`config.mk`:
```
export PLATFORM = sky130hd
export DESIGN_NAME = layer2_sequencer
export DESIGN_NICKNAME = d
export VERILOG_FILES = /design/src/rtl/layer2_sequencer.sv
export SDC_FILE = /design/constraint.sdc
export NUM_CORES = 1
export LEC_CHECK = 0
export BUFFER_PORTS_ARGS = -buffer_cell sky130_fd_sc_hd__buf_2
export CAP_MARGIN = 20
export CORE_ASPECT_RATIO = 0.9
export CORE_MARGIN = 2
export CORE_UTILIZATION = 44
export CTS_BUF_LIST = sky130_fd_sc_hd__clkbuf_4 sky130_fd_sc_hd__clkbuf_8
export CTS_CLUSTER_DIAMETER = 50
export CTS_CLUSTER_SIZE = 28
export DETAILED_ROUTE_END_ITERATION = 8
export PLACE_DENSITY = 0.68
export SETUP_SLACK_MARGIN = 0.05
export SLEW_MARGIN = 20
export SYNTH_ARGS = -nofsm -noshare
export SYNTH_HDL_FRONTEND = slang
export SYNTH_SLANG_ARGS = --single-unit
```
`constraint.sdc`:
```
create_clock -name clk_i -period 2.75 [get_ports clk_i]
set_input_delay 0.55 -clock clk_i [delete_from_list [all_inputs] [get_ports clk_i]]
set_output_delay 0.55 -clock clk_i [all_outputs]
set_load 0.05 [all_outputs]
```
`src/rtl/layer2_sequencer.sv`:
```
// Layer-2 control sequencer: per output neuron, load a weight-2 row, step the hidden
// activations through the MAC, wait out the sigmoid, then write the answer SRAM.
module layer2_sequencer #(
    parameter int N_HID   = 10,
    parameter int N_OUT   = 10,
    parameter int W2_LAT  = 1,
    parameter int RD_LAT  = 1,
    parameter int SIG_LAT = 1
) (
    input  logic       clk_i,
    input  logic       reset_i,
    input  logic       start_i,
    input  logic       abort_i,
    input  logic [3:0] base_row_i,
    output logic       busy_o,
    output logic       done_o,
    output logic [3:0] w2_addr_o,
    output logic [4:0] hid_addr_o,
    output logic [4:0] w_sel_o,
    output logic       mac_en_o,
    output logic       mac_clear_o,
    output logic       gsram_we_o,
    output logic [3:0] gsram_row_o,
    output logic [3:0] gsram_col_o
);
    localparam int OW   = $clog2(N_OUT + 1);
    localparam int KW   = $clog2(N_HID + 1);
    localparam int LMAX = (W2_LAT > RD_LAT) ? ((W2_LAT > SIG_LAT) ? W2_LAT : SIG_LAT)
                                            : ((RD_LAT > SIG_LAT) ? RD_LAT : SIG_LAT);
    localparam int LW   = $clog2(LMAX + 1);

    typedef enum logic [2:0] {
        S_IDLE, S_LOAD, S_ACC, S_DRAIN, S_SIG, S_WRITE, S_DONE
    } state_t;

    state_t        state_q, state_d;
    logic [OW-1:0] o_q, o_d;
    logic [KW-1:0] k_q, k_d;
    logic [LW-1:0] lat_q, lat_d;
    logic          accept;

    logic          busy_q, done_q, we_q;
    logic [3:0]    w2_addr_q, row_q, col_q;
    logic [4:0]    hid_addr_q;
    logic [RD_LAT:0] vld_pipe_q, clr_pipe_q;

    always_comb begin
        state_d = state_q;
        o_d     = o_q;
        k_d     = k_q;
        lat_d   = lat_q;
        accept  = 1'b0;
        case (state_q)
            S_IDLE: if (start_i) begin
                state_d = S_LOAD;
                o_d     = '0;
                k_d     = '0;
                lat_d   = '0;
                accept  = 1'b1;
            end
            S_LOAD: if (lat_q == LW'(W2_LAT - 1)) begin
                state_d = S_ACC;
                k_d     = '0;
                lat_d   = '0;
            end else lat_d = lat_q + 1'b1;
            S_ACC: begin
                k_d = k_q + 1'b1;
                if (k_q == KW'(N_HID - 1)) state_d = S_DRAIN;
            end
            S_DRAIN: if (lat_q == LW'(RD_LAT - 1)) begin
                state_d = S_SIG;
                lat_d   = '0;
            end else lat_d = lat_q + 1'b1;
            S_SIG: if (lat_q == LW'(SIG_LAT - 1)) begin
                state_d = S_WRITE;
                lat_d   = '0;
            end else lat_d = lat_q + 1'b1;
            S_WRITE: if (o_q == OW'(N_OUT - 1)) state_d = S_DONE;
            else begin
                o_d     = o_q + 1'b1;
                state_d = S_LOAD;
            end
            S_DONE:  state_d = S_IDLE;
            default: state_d = S_IDLE;
        endcase
        // abort overrides everything, including a start seen in the same cycle
        if (abort_i) begin
            state_d = S_IDLE;
            o_d     = '0;
            k_d     = '0;
            lat_d   = '0;
            accept  = 1'b0;
        end
    end

    always_ff @(posedge clk_i or posedge reset_i) begin
        if (reset_i) begin
            state_q <= S_IDLE;
            o_q     <= '0;
            k_q     <= '0;
            lat_q   <= '0;
        end else begin
            state_q <= state_d;
            o_q     <= o_d;
            k_q     <= k_d;
            lat_q   <= lat_d;
        end
    end

    // Outputs are registered one cycle behind the state they describe.
    always_ff @(posedge clk_i or posedge reset_i) begin
        if (reset_i) begin
            busy_q     <= 1'b0;
            done_q     <= 1'b0;
            we_q       <= 1'b0;
            w2_addr_q  <= '0;
            hid_addr_q <= '0;
            row_q      <= '0;
            col_q      <= '0;
            vld_pipe_q <= '0;
            clr_pipe_q <= '0;
        end else begin
            busy_q <= (state_q != S_IDLE) && (state_q != S_DONE);
            done_q <= (state_q == S_DONE);
            we_q   <= (state_q == S_WRITE);
            if (state_q == S_LOAD)  w2_addr_q  <= 4'(o_q);
            if (state_q == S_ACC)   hid_addr_q <= 5'(k_q);
            if (state_q == S_WRITE) col_q      <= 4'(o_q);
            if (accept)             row_q      <= base_row_i;
            vld_pipe_q <= {vld_pipe_q[RD_LAT-1:0], state_q == S_ACC};
            clr_pipe_q <= {clr_pipe_q[RD_LAT-1:0], (state_q == S_ACC) && (k_q == '0)};
            // the output stage still shows this cycle; everything behind it is flushed
            if (abort_i) begin
                vld_pipe_q[RD_LAT-1:0] <= '0;
                clr_pipe_q[RD_LAT-1:0] <= '0;
            end
        end
    end

    assign busy_o      = busy_q;
    assign done_o      = done_q;
    assign w2_addr_o   = w2_addr_q;
    assign hid_addr_o  = hid_addr_q;
    assign w_sel_o     = hid_addr_q;
    assign mac_en_o    = vld_pipe_q[RD_LAT];
    assign mac_clear_o = clr_pipe_q[RD_LAT];
    assign gsram_we_o  = we_q;
    assign gsram_row_o = row_q;
    assign gsram_col_o = col_q;
endmodule
```
==> flow_metrics.tcl, run 1 <==
set metrics [dict create \
    status "finished clean" \
    hold_viol 0 \
    crit_required_ns 2.92 \
    power_leakage_nw 0.947 \
    synth_area_per_cell_sq_um 11.2 \
    grt_pass1_wl_microns 4660 \
    wl_per_cell_microns 13.1 \
    antenna_found_initial 0 \
    rr_startpoint "state_q[2]" \
    viasPerCell 5.17 \
    postCtsSetupBuffers 0 \
    ant_nets 0 \
    post_route_cells_drive_above_1_share 0.329 \
    grt_max_degree 19 \
    htree_levels 2 \
    cts_resized 0 \
    diodes 0 \
    row_count 20 \
    yosys.area.top_type_share 0.545 \
    area_growth_pct 17.5 \
    io_pins 35 \
    worstMarginPinSlew_ns 0.666 \
    port_buffers 32 \
    clock_skew_ns 0.00158 \
    fill_cells 313 \
    clkTransAtPathRegs_ns 0.06 \
    place_congestion 0.767 \
    power_mw 1.63 \
    clock_sinks 34 \
    synthTopCellsByArea "dfrtp_1, mux2_2, ha_1, nand2_1, buf_4" \
    finalMaxSlewViolations 0 \
    rsz0062_at_grt "no" \
    dpl.hpwl_microns 2050 \
    cts_hold_buf 0 \
    cts_tree "done" \
    ys_ff_latch 34 \
    route.detailed.drc 0 \
    critPathArrivalTime_ns 2.04 \
    reg2reg_slack_ns 0.88 \
    finalCriticalPeriod_ns 1.87 \
    clk_latency_ns 0.28 \
    grt_pass1_vias 1015 \
    vias 1107 \
    cp-end-kind "register" \
    numCtsBuffers 5 \
    die_area_sq_um 4040 \
    syn_area_sq_um 1560 \
    start_util 0.462 \
    die_w_microns 66.8 \
    overflow 0 \
    wirelength_microns 2800 \
    dr.pass1.iters 4 \
    use_met1 0.194 \
    ys_seq_area_frac 0.545 \
    placed_cell_area_sq_um 1720 \
    relSlewSlack 0.555 \
    synth.distinct_cells 37 \
    grt_use_total 0.161 \
    top_usage_layer "met2" \
    layout_commonest_cell "dfrtp_1" \
    ir_worst_vdd_mv 0.299 \
    finalSetupViolCount 0 \
    grtUsageMet2 0.263 \
    drtIter0Drc 26 \
    final_area_sq_um 1830 \
    synth_edf_count 0 \
    synthFlopType "dfrtp_1" \
    layout_common_cells "dfrtp_1, buf_2, nand2_1" \
    synthArstFlopShare 1.00 \
    cts-root-buf "clkbuf_8" \
    yosysTopAreaCell "dfrtp_1" \
    tns_ns 0 \
    crit_type "reg -> reg" \
    clockBufferDepth 2 \
    yosys_warnings 0 \
    final_net_count 182 \
    r2r_cells 3 \
    p_per_area_nw_per_um2 891 \
    hold_class "in -> async" \
    fmax_ghz 0.535 \
    synthCells 140 \
    drv_cap 0 \
    grt_use_met3 0.0371 \
    cp-start-kind "register" \
    cp_max_fo 15 \
    fp.dieH_microns 60.5 \
    r2r_end "gsram_row_o[3]" \
    min_period_over_period 0.680 \
    coreArea_sq_um 3380 \
]
==> cell usage after synthesis, drive strengths merged, types with 3 or more instances <==
library cell	n
dfrtp	34
nand2	14
mux2	12
inv	8
buf	6
clkbuf	6
o21ai	6
a21oi	5
ha	5
nor2	5
nand3	3
nand3b	3
nor2b	3
nor3	3
o211ai	3
==> layer usage <==
layer | vias up | share of wire
li1 | 534 | -
met1 | 541 | 0.42
met2 | 25 | 0.50
met3 | 7 | 0.045
met4 | 0 | 0.028
met5 | - | 0
==> kinds of logic (layout without fill, tap and decap cells) <==
group	after synthesis	in the layout	share of synthesized area
and+or+nand+nor	43	43	0.155
DFF	34	34	0.545
AOI/OAI and AO/OA	23	23	0.0978
buffers and inverters	20	49	0.0625
muxes	12	12	0.0865
adders and majority gates	5	5	0.0401
xor gates and xnor gates	2	2	0.0112
other	1	2	0.00240
==> cell type report <==
cell class	count	area (sq um)	area share
clock buffer	7	83.8	0.0457
tap	44	55.1	0.0300
clock inverter	1	30.0	0.0164
timing repair buffer	33	168	0.0914
multi-input combinational	87	617	0.336
inverter	8	30.0	0.0164
sequential	34	851	0.464
==> worst max-delay path, cell delays in order, from the launching register on <==
cell and delay [ns]:
dfrtp_1 0.53, or4b_4 0.64, nor2_2 0.21, mux2_2 0.37
==> flip-flops by register name, indices dropped and copies added (netlist names), 2 cells and up <==
register / flops
clr_pipe_q: 2
gsram_col_o: 4
gsram_row_o: 4
hid_addr_o: 4
k_q: 4
o_q: 4
state_q: 3
vld_pipe_q: 2
w2_addr_o: 4
==> through the flow <==
stage                util  setup WS (ns)  cells  hold slack [ns]
floorplan               -           1.10    141            0.331
global placement    0.509          0.936    206            0.333
detailed placement  0.509          0.874    206            0.336
CTS                 0.543          0.864    214            0.349
global route        0.543          0.755    214            0.356
finish              0.543          0.880    214            0.337
==> worst max path at each step <==
stage	from	endpoint	slack (ns)	cells after the start
2_1_floorplan	start_i	gsram_row_o[0]	1.10	3
3_3_place_gp	start_i	gsram_row_o[0]	0.94	4
3_5_place_dp	state_q[2]	gsram_row_o[3]	0.87	3
4_1_cts	state_q[2]	gsram_row_o[3]	0.86	3
5_1_grt	state_q[0]	o_q[3]	0.76	4
6_report	state_q[2]	gsram_row_o[3]	0.88	3
==> report_power, final <==
part	total, mW	switching, mW	internal [mW]
Clock	0.459	0.168	0.291
Sequential	0.657	0.0818	0.575
Combinational	0.519	0.355	0.164
Total	1.63	0.605	1.03
(Power assumes the default switching activity.)
==> run 2, diff against run 1 <==
Clock period 2.75 ns to 1.8 ns, I/O delays scaled along.
==> flow_metrics.tcl, run 2 (same netlist as run 1, synthesis figures left out) <==
set metrics [dict create \
    power_leakage_nw 0.972 \
    utilization 0.553 \
    post_route_cells_drive_above_1_share 0.367 \
    die_area_sq_um 4040 \
    fmax_ghz 0.597 \
    cp_max_fo 5 \
    drv_cap 0 \
    htree_levels 2 \
    postCtsSetupBuffers 0 \
    power_mw 2.44 \
    io_pins 35 \
    route.detailed.drc 0 \
    cts_tree "done" \
    antenna_found_initial 0 \
    min_period_over_period 0.930 \
    grt_max_degree 35 \
    wirelength_microns 3000 \
    clkTransAtPathRegs_ns 0.07 \
    grt_pass1_vias 1089 \
    r2r_end "gsram_row_o[2]" \
    dr.pass1.iters 4 \
    diodes 0 \
    ant_nets 0 \
    cts_hold_buf 0 \
    wl_per_cell_microns 13.6 \
    place_congestion 0.780 \
    finalMaxSlewViolations 0 \
    reg2reg_slack_ns 0.13 \
    crit_required_ns 1.96 \
    cts-root-buf "clkbuf_8" \
    start_util 0.462 \
    clockBufferDepth 2 \
    critPathLaunch "state_q[2]" \
    placed_cell_area_sq_um 1770 \
    critPathArrivalTime_ns 1.84 \
    status "finished clean" \
    viasPerCell 5.23 \
    crit_type "reg -> reg" \
    layout_common_cells "dfrtp_1, buf_2, nand2_1" \
    tns_ns 0 \
    cp-end-kind "register" \
    row_count 20 \
    clock_sinks 34 \
    hold_class "in -> async" \
    dpl.hpwl_microns 2190 \
    fp.dieH_microns 60.5 \
    cp-start-kind "register" \
    worst_hold_slack_ns 0.158 \
    die_w_microns 66.8 \
    final_net_count 189 \
    numCtsBuffers 5 \
    ir_worst_vdd_mv 0.460 \
    p_per_area_nw_per_um2 1310 \
    port_buffers 32 \
    overflow 0 \
    drtIter0Drc 23 \
    vias 1156 \
    grt_use_total 0.164 \
    rsz0062_at_grt "no" \
    final_area_sq_um 1870 \
    finalCriticalPeriod_ns 1.67 \
    clk_latency_ns 0.28 \
    r2r_cells 3 \
    rr_startpoint "state_q[2]" \
    finalSetupViolCount 0 \
    layout_commonest_cell "dfrtp_1" \
    area_growth_pct 19.7 \
    hold_viol 0 \
    grt_pass1_wl_microns 4860 \
    clock_skew_ns 0.00594 \
    coreArea_sq_um 3380 \
]
==> run 2: power by group <==
part / switching [mW] / internal, mW
clock: 0.254 / 0.323
combinational: 0.624 / 0.303
sequential: 0.0578 / 0.879
==> run 2: worst max-delay path by stage <==
stage | cells after the start | slack [ns] | to
CTS | 3 | 0.12 | gsram_row_o[2]
finish | 3 | 0.13 | gsram_row_o[2]
global route | 3 | 0.09 | gsram_row_o[1]
floorplan | 3 | 0.19 | gsram_row_o[0]
detailed placement | 4 | 0.11 | gsram_row_o[2]
global placement | 4 | 0.18 | gsram_row_o[0]
==> run 2: stage by stage <==
stage / worst slack (ns) / std cells
after floorplan: 0.192 / 141
after global placement: 0.177 / 213
after detailed placement: 0.111 / 213
after CTS: 0.124 / 221
after global routing: 0.0896 / 221
final: 0.125 / 221
==> run 2: critical path: stages, from the launching register on <==
cell	delay (ns)
dfrtp_1	0.38
or4b_4	0.58
nor2_2	0.22
mux2_2	0.37
==> run 2: cell type report <==
| class | instances | area, sq um |
|---|---|---|
| multi-input combinational | 87 | 618 |
| fill | 310 | 1510 |
| clock inverter | 1 | 5.00 |
| tap | 44 | 55.1 |
| inverter | 8 | 30.0 |
| sequential | 34 | 851 |
| timing repair buffer | 40 | 220 |
| clock buffer | 7 | 90.1 |
==> run 2: layer usage <==
metal  track usage  vias to the layer above  share of wire
li1              -                      555              -
met1         0.192                      568           0.43
met2         0.276                       27           0.50
met3        0.0575                        6          0.048
met4        0.0700                        0          0.014
met5             0                        -              0
==> run 2: what timing repair did <==
item / in CTS / in global routing
endpoints found under the setup margin: 0 / 1
gates resized for setup: 0 / 2
hold endpoints to repair: 0 / 0
